===== config.mk =====
export PLATFORM = sky130hd
export DESIGN_NAME = alu_result_display
export DESIGN_NICKNAME = d
export VERILOG_FILES = /design/src/rtl/alu_result_display.sv
export SDC_FILE = /design/constraint.sdc
export NUM_CORES = 1
export LEC_CHECK = 0
export BUFFER_PORTS_ARGS = -buffer_cell sky130_fd_sc_hd__buf_4
export CAP_MARGIN = 30
export CORE_MARGIN = 2
export CORE_UTILIZATION = 30
export CTS_CLUSTER_SIZE = 16
export DETAILED_ROUTE_END_ITERATION = 10
export SYNTH_ARGS = -nofsm -noshare
export SYNTH_HDL_FRONTEND = slang
export SYNTH_SLANG_ARGS = --single-unit

===== constraint.sdc =====
create_clock -name clk -period 2.2 [get_ports clk]
set_input_delay 0.44 -clock clk [delete_from_list [all_inputs] [get_ports clk]]
set_output_delay 0.44 -clock clk [all_outputs]
set_load 0.1 [all_outputs]

===== src/rtl/alu_result_display.sv =====
// Captures the 16-bit ALU result and flags on a load strobe. Shows them as four hex digits on a
// multiplexed active-low 7-segment display, committing new values only at scan-frame boundaries.
module alu_result_display #(
    parameter int unsigned REFRESH_DIV = 100000,
    parameter int unsigned CNT_W       = 17
) (
    input  logic        clk,
    input  logic        rst,
    input  logic        load,
    input  logic [15:0] res_in,
    input  logic        cout_in,
    input  logic        zero_in,
    output logic        load_ack,
    output logic        pending,
    output logic [3:0]  an,
    output logic [6:0]  seg,
    output logic        dp
);

    localparam logic [CNT_W-1:0] CntMax = CNT_W'(REFRESH_DIV - 1);

    logic [CNT_W-1:0] cnt_q, cnt_d;
    logic [1:0]       idx_q, idx_d;
    logic [15:0]      shown_q, shown_d;
    logic             cout_shown_q, cout_shown_d;
    logic             zero_shown_q, zero_shown_d;
    logic [15:0]      pend_res_q, pend_res_d;
    logic             pend_cout_q, pend_cout_d;
    logic             pend_zero_q, pend_zero_d;
    logic             pending_q, pending_d;
    logic             load_ack_q, load_ack_d;
    logic [3:0]       an_q, an_d;
    logic [6:0]       seg_q, seg_d;
    logic             dp_q, dp_d;

    logic             wrap;
    logic             frame_end;
    logic             commit;
    logic [3:0]       nibble;

    function automatic logic [6:0] hex7(input logic [3:0] v);
        logic [6:0] s;
        case (v)
            4'h0: s = 7'h40;
            4'h1: s = 7'h79;
            4'h2: s = 7'h24;
            4'h3: s = 7'h30;
            4'h4: s = 7'h19;
            4'h5: s = 7'h12;
            4'h6: s = 7'h02;
            4'h7: s = 7'h78;
            4'h8: s = 7'h00;
            4'h9: s = 7'h10;
            4'hA: s = 7'h08;
            4'hB: s = 7'h03;
            4'hC: s = 7'h46;
            4'hD: s = 7'h21;
            4'hE: s = 7'h06;
            default: s = 7'h0E;
        endcase
        return s;
    endfunction

    // Scan timing and commit decision
    always_comb begin
        wrap      = (cnt_q == CntMax);
        frame_end = wrap && (idx_q == 2'd3);
        commit    = frame_end && (pending_q || load);

        cnt_d = wrap ? '0 : cnt_q + CNT_W'(1);
        idx_d = wrap ? idx_q + 2'd1 : idx_q;
    end

    // Capture and commit; a load on the boundary cycle bypasses the pending register
    always_comb begin
        pend_res_d   = pend_res_q;
        pend_cout_d  = pend_cout_q;
        pend_zero_d  = pend_zero_q;
        pending_d    = pending_q;
        shown_d      = shown_q;
        cout_shown_d = cout_shown_q;
        zero_shown_d = zero_shown_q;
        load_ack_d   = commit;

        if (load) begin
            pend_res_d  = res_in;
            pend_cout_d = cout_in;
            pend_zero_d = zero_in;
        end

        if (commit) begin
            pending_d    = 1'b0;
            shown_d      = load ? res_in  : pend_res_q;
            cout_shown_d = load ? cout_in : pend_cout_q;
            zero_shown_d = load ? zero_in : pend_zero_q;
        end else if (load) begin
            pending_d = 1'b1;
        end
    end

    // Display drive from the current digit index and the currently shown value
    always_comb begin
        nibble = shown_q[{idx_q, 2'b00} +: 4];
        an_d   = ~(4'b0001 << idx_q);
        seg_d  = hex7(nibble);
        case (idx_q)
            2'd3:    dp_d = ~cout_shown_q;
            2'd0:    dp_d = ~zero_shown_q;
            default: dp_d = 1'b1;
        endcase
    end

    always_ff @(posedge clk) begin
        if (rst) begin
            cnt_q        <= '0;
            idx_q        <= '0;
            shown_q      <= '0;
            cout_shown_q <= 1'b0;
            zero_shown_q <= 1'b0;
            pend_res_q   <= '0;
            pend_cout_q  <= 1'b0;
            pend_zero_q  <= 1'b0;
            pending_q    <= 1'b0;
            load_ack_q   <= 1'b0;
            an_q         <= 4'b1111;
            seg_q        <= 7'h7F;
            dp_q         <= 1'b1;
        end else begin
            cnt_q        <= cnt_d;
            idx_q        <= idx_d;
            shown_q      <= shown_d;
            cout_shown_q <= cout_shown_d;
            zero_shown_q <= zero_shown_d;
            pend_res_q   <= pend_res_d;
            pend_cout_q  <= pend_cout_d;
            pend_zero_q  <= pend_zero_d;
            pending_q    <= pending_d;
            load_ack_q   <= load_ack_d;
            an_q         <= an_d;
            seg_q        <= seg_d;
            dp_q         <= dp_d;
        end
    end

    assign load_ack = load_ack_q;
    assign pending  = pending_q;
    assign an       = an_q;
    assign seg      = seg_q;
    assign dp       = dp_q;

endmodule

==> results.cfg, run 1 <==
[logic_synthesis]
post_synth_mux_area_share_pct = 18.00
yosys.cell_count.top_type = sky130_fd_sc_hd__dfxtp_1
post_synth_xor_area_fraction_pct = 2.896
simple_gate_fraction_of_synth_area_pct = 18.54
yosys_warnings = 0
synth-compound-area-share_pct = 5.668
number_of_instances_in_the_synthesized_netlist = 284
synth_top_family_by_area = simple AND/OR/NAND/NOR gates
dominantRegCellSynth = sky130_fd_sc_hd__dfxtp_1
synthArstFlopShare_pct = 0
ys_seq_elements = 69
syn_area_per_cell_um2 = 10.65
post_synth_num_cell_types = 48
synth-seq-area-share_pct = 45.68
post_synth_fa_ha_maj_area_fraction_pct = 4.551
netlist_top_cells_area = sky130_fd_sc_hd__dfxtp_1 (46%), sky130_fd_sc_hd__mux2i_1 (7.0%), sky130_fd_sc_hd__ha_1 (4.6%)
synth_edf_count = 0
netlist.top_cell.by_area = sky130_fd_sc_hd__dfxtp_1
synthTopCellsByCount = sky130_fd_sc_hd__dfxtp_1 (69), sky130_fd_sc_hd__nor2_1 (36), sky130_fd_sc_hd__mux2i_1 (21)
synth_top_area_share_pct = 45.68
mappedNetlistArea_um2 = 3024
postSynthNetCount = 316

[run]
max_cap_check_violation_count = 0

[layout]
multi_input_area_um2 = 1501
area_growth_pct = 19.74
final_area_um2 = 3621
layout-drive-gt1-share_pct = 25.23
filler_cell_count = 1007
final_nets = 352
antenna_cells_inserted = 0
fin_cells = 458
finish.utilization_pct = 37.05
register_area_um2 = 1383

[clocking]
clk_pin_slew_worst_paths_ps = 80
cts_tree = done
tritoncts.num_buffers = 9
cts_htree_levels = 3
holdBufCountCts = 0
worstSkewPairLatency_ps = 350
cts.repair.resized = 0
clk_root_buffer_cell = sky130_fd_sc_hd__clkbuf_8
post-cts-setup-buffers = 0
clockBufferDepth = 2
tritoncts_num_sinks = 69

[place]
placed_cells_incl_taps = 442
routabilityCongestion = 0.8509
detailed_place.area_um2 = 3381
detailedPlacementHpwl_um = 4082
portBuffers = 34

[sta]
share_of_the_clock_period_used_by_the_worst_path_after_layout_pct = 92.28
tightestPinTransition_ps = 662.2
rsz_0062_raised_after_global_routing = false
layout_min_cycle_time_ps = 2030
maxClockFrequency_mhz = 492.6
timing.final.setup_violations = 0
maxSlewHeadroom_pct = 55.39
setup-tns-final_ps = 0
fin_worst_skew_ps = 12.47
report.final.hold_viol_count = 0
maxSlewViolCount = 0

[global_route]
grt_total_usage_pct = 11.32
grt_use_met1_pct = 14.64
grt_antenna_before_repair = 0
use_met3_pct = 4.449
global_route.usage.met2_pct = 17.32
grt-busiest-layer = met2
vias_in_the_first_global_route = 2072
overflow = 0
grt_first_pass_wirelength_um = 9853
grt_max_degree = 38

[worst_setup_path]
critPathMaxFanout = 6
setup.worst_path.class = reg -> reg
worst_setup_path_end_kind = flop
critical_path.startpoint_type = flop
critPathRequiredTime_ps = 2440
cp.arrival_ps = 2270

[drt]
routed_wl_um = 5808
drt_drc_violations_left = 0
wire_per_inst_um = 12.68
first_iter_violations = 80
via_per_inst = 4.557
detail-route-antenna-nets = 0
routed-via-count = 2087
drtPass1Iterations = 4

[floorplan]
initial_core_util_pct = 30.94
floorplan_die_height_um = 104.4
fp.dieArea_um2 = 10900
floorplan.die.width_um = 104.4
row_count = 36
core_area_um2 = 9774
top_level_ports = 35

[pwr]
share_comb_of_total_power_pct = 6.8
total_switching_power_uw = 594.0
internal-power_mw = 2.129
vdd.ir_drop.worst_uv = 434.4
power.sequential.fraction_pct = 47.4
power_switching_share_pct = 21.82
cellLeakagePower_nw = 1.490
power_density_nw_per_um2 = 751.9
clock_power_share_pct = 45.8

[min_path]
min_path_type = in -> reg

[status]
outcome = finished clean
-- sequential cells by signal, indices dropped and copies added, names as in the netlist --
register      flops
cnt_q            17
pend_res_q       16
idx_q             2
seg               7
shown_q          16
cout_shown_q      1
zero_shown_q      1
dp                1
load_ack          1
pending           1
pend_zero_q       1
an                4
pend_cout_q       1
-- layer usage --
metal	part of all wire, %	wire, µm
met5	0	0
met4	1.1	62
met3	5.5	320
met2	44	2563
met1	49	2861
-- cell families after synthesis --
logic type	Yosys count
buffers and inverters	24
AND/OR/NAND/NOR	99
flip-flops	69
adder cells (fa/ha/maj)	11
AO/OA/AOI/OAI	28
multiplexers	43
XOR/XNOR	10
-- per-stage QoR --
| stage | hold slack, ps | total power [mW] | setup WS (ps) |
|---|---|---|---|
| finish | 373.4 | 2.723 | 169.8 |
| global route | 386.3 | 2.832 | 42.35 |
| CTS | 367.0 | 2.762 | 162.1 |
| detailed placement | 438.8 | 1.509 | 164.3 |
| global placement | 420.4 | 1.506 | 240.0 |
| floorplan | 412.9 | 1.445 | 281.5 |
-- final timing paths --
check,cells past startpoint,slack [ps],to,from
hold / removal,3,370,pend_res_q[1],res_in[1]
setup / recovery,6,170,seg[3],idx_q[0]
hold reg to reg,1,450,cnt_q[0],cnt_q[0]
setup reg to reg,6,170,seg[3],idx_q[0]
-- power by group through the flow --
stage	Combinational, mW	Clock, mW	Sequential (mW)
after floorplan	0.0678	0	1.38
after global placement	0.186	0	1.32
after detailed placement	0.188	0	1.32
after CTS	0.189	1.28	1.29
after global routing	0.199	1.34	1.29
final	0.185	1.25	1.29
-- cell type report --
class / count / area share, %
Multi-Input combinational cell: 191 / 41.47
Sequential cell: 69 / 38.18
Timing Repair Buffer: 39 / 8.086
Inverter: 10 / 1.037
Clock inverter: 4 / 2.626
Clock buffer: 12 / 4.008
Tap cell: 133 / 4.596
-- layout by cell type (no fill, tap or decap), types with 4 or more instances in the layout --
| cell | n |
|---|---|
| sky130_fd_sc_hd__inv_1 | 9 |
| sky130_fd_sc_hd__mux2_2 | 9 |
| sky130_fd_sc_hd__nand2_1 | 12 |
| sky130_fd_sc_hd__dfxtp_1 | 68 |
| sky130_fd_sc_hd__nand4_1 | 6 |
| sky130_fd_sc_hd__xor2_1 | 8 |
| sky130_fd_sc_hd__nor2_1 | 36 |
| sky130_fd_sc_hd__o21ai_0 | 8 |
| sky130_fd_sc_hd__nor2b_1 | 18 |
| sky130_fd_sc_hd__clkbuf_8 | 10 |
| sky130_fd_sc_hd__a21oi_1 | 9 |
| sky130_fd_sc_hd__mux2i_1 | 21 |
| sky130_fd_sc_hd__mux2_4 | 9 |
| sky130_fd_sc_hd__buf_4 | 39 |
| sky130_fd_sc_hd__ha_1 | 11 |
| sky130_fd_sc_hd__or4_1 | 4 |
-- critical path, cell delays in order (launching register included) --
cell                        delay, ps
sky130_fd_sc_hd__dfxtp_1          450
sky130_fd_sc_hd__mux4_1           700
sky130_fd_sc_hd__inv_1            160
sky130_fd_sc_hd__ha_1             150
sky130_fd_sc_hd__nor2_1            60
sky130_fd_sc_hd__a2111oi_2        350
sky130_fd_sc_hd__a31oi_1           60
No activity file was read; power rests on OpenSTA's default activity.
==> inputs of run 2 (changes only) <==
--- a/config.mk
+++ b/config.mk
@@ -9,7 +9,7 @@
 export CAP_MARGIN = 30
 export CORE_MARGIN = 2
 export CORE_UTILIZATION = 30
-export CTS_CLUSTER_SIZE = 16
+export CTS_CLUSTER_SIZE = 8
 export DETAILED_ROUTE_END_ITERATION = 10
 export SYNTH_ARGS = -nofsm -noshare
 export SYNTH_HDL_FRONTEND = slang
==> constraint.sdc (replaced) <==
create_clock -name clk -period 2.3 [get_ports clk]
set_input_delay 0.46 -clock clk [delete_from_list [all_inputs] [get_ports clk]]
set_output_delay 0.46 -clock clk [all_outputs]
set_load 0.1 [all_outputs]
==> results.cfg, run 2 (synthesis results as in run 1) <==
[global_route]
vias_in_the_first_global_route = 2039
overflow = 0
grt_total_usage_pct = 11.20
grt_antenna_before_repair = 0
grt_first_pass_wirelength_um = 9708
grt_max_degree = 33

[clocking]
tritoncts.num_buffers = 9
tritoncts_num_sinks = 69
clk_pin_slew_worst_paths_ps = 80
post-cts-setup-buffers = 0
cts_tree = done
cts_htree_levels = 3
clockBufferDepth = 2
holdBufCountCts = 0
worstSkewPairLatency_ps = 350
cts.repair.resized = 0
clk_root_buffer_cell = sky130_fd_sc_hd__clkbuf_8

[layout]
area_growth_pct = 18.37
top_register = cnt_q
register_area_um2 = 1381
layout-drive-gt1-share_pct = 25.31
number_of_flip_flops_under_the_largest_register_name = 17
final_common_cell = sky130_fd_sc_hd__dfxtp_1
multi_input_area_um2 = 1501
finish.utilization_pct = 36.62
most_used_cells_in_the_layout_excluding_fill_and_tap_cells = sky130_fd_sc_hd__dfxtp_1 (69), sky130_fd_sc_hd__buf_4 (38), sky130_fd_sc_hd__nor2_1 (36)
reg.largest.list = cnt_q: 17 flops, pend_res_q: 16 flops, shown_q: 16 flops
final_nets = 351
filler_cell_count = 1013
final_area_um2 = 3580
antenna_cells_inserted = 0
fin_cells = 457

[drt]
drt_drc_violations_left = 0
wire_per_inst_um = 12.67
drtPass1Iterations = 4
via_per_inst = 4.582
first_iter_violations = 45
routed_wl_um = 5790
routed-via-count = 2094
detail-route-antenna-nets = 0

[place]
detailedPlacementHpwl_um = 4085
dp_worst_setup_slack_ps = 255.9
placed_cells_incl_taps = 441
detailed_place.area_um2 = 3372
routabilityCongestion = 0.7904
portBuffers = 34

[worst_setup_path]
setup.worst_path.class = reg -> reg
critPathMaxFanout = 6
worst_setup_path_end_kind = flop
critPathRequiredTime_ps = 2530
critical_path.startpoint_type = flop
setup.worst_path.start = idx_q[0]
cp.arrival_ps = 2280
r2r-start = idx_q[0]

[sta]
report.final.hold_viol_count = 0
maxSlewHeadroom_pct = 56.57
layout_min_cycle_time_ps = 2057
layout_setup_ws_ps = 243.3
maxClockFrequency_mhz = 486.2
fin_worst_skew_ps = 10.82
hold_ws_ps = 386.9
maxSlewViolCount = 0
rsz_0062_raised_after_global_routing = false
tightestPinTransition_ps = 644.6
share_of_the_clock_period_used_by_the_worst_path_after_layout_pct = 89.42
timing.final.setup_violations = 0
setup-tns-final_ps = 0

[pwr]
power.sequential.fraction_pct = 50.9
share_comb_of_total_power_pct = 7.3
cellLeakagePower_nw = 1.459
power_switching_share_pct = 24.99
internal-power_mw = 1.821
vdd.ir_drop.worst_uv = 216.9
total_switching_power_uw = 606.6
total_power_mw = 2.428
power_density_nw_per_um2 = 678.2
clock_power_share_pct = 41.9

[floorplan]
floorplan.die.width_um = 104.4
top_level_ports = 35
initial_core_util_pct = 30.94
fp.dieArea_um2 = 10900
row_count = 36
floorplan_die_height_um = 104.4
core_area_um2 = 9774

[status]
outcome = finished clean

[run]
max_cap_check_violation_count = 0

[min_path]
hold_path.startpoint = res_in[3]
min_path_type = in -> reg
==> run 2: worst max-delay path, cell delays in order, from the launching register on <==
cell                        delay, ps
sky130_fd_sc_hd__dfxtp_1          450
sky130_fd_sc_hd__mux4_1           710
sky130_fd_sc_hd__inv_1            160
sky130_fd_sc_hd__ha_1             150
sky130_fd_sc_hd__nor2_1            60
sky130_fd_sc_hd__a2111oi_2        340
sky130_fd_sc_hd__a31oi_1           70
==> run 2: layer usage <==
metal | vias up | global-route usage, % | wire [µm]
met5 | - | 0 | 0
met4 | 0 | 6.757 | 138
met3 | 10 | 2.444 | 208
met2 | 36 | 17.37 | 2594
met1 | 988 | 14.19 | 2848
li1 | 1060 | - | -
==> run 2: final cells by class <==
type                       instances  share of cell area [%]
clock inverter                     6                   1.957
inverter                          10                   1.049
sequential                        69                   38.59
timing repair buffer              38                   7.969
clock buffer                      10                   3.845
multi-input combinational        191                   41.94
tap                              133                   4.649
==> run 2: path summary, 6_finish.rpt <==
path | end | slack, ps | cells after the start
worst min-delay path | pend_res_q[3] | 390 | 3
worst min register to register | cnt_q[0] | 470 | 1
worst max register to register | seg[3] | 240 | 6
worst max-delay path | seg[3] | 240 | 6
==> run 2: power by group through the flow <==
stage	Combinational [mW]	Clock, mW	Sequential [mW]
floorplan	0.0649	0	1.32
global placement	0.177	0	1.26
detailed placement	0.180	0	1.26
CTS	0.180	1.04	1.24
global route	0.191	1.10	1.24
finish	0.177	1.02	1.23
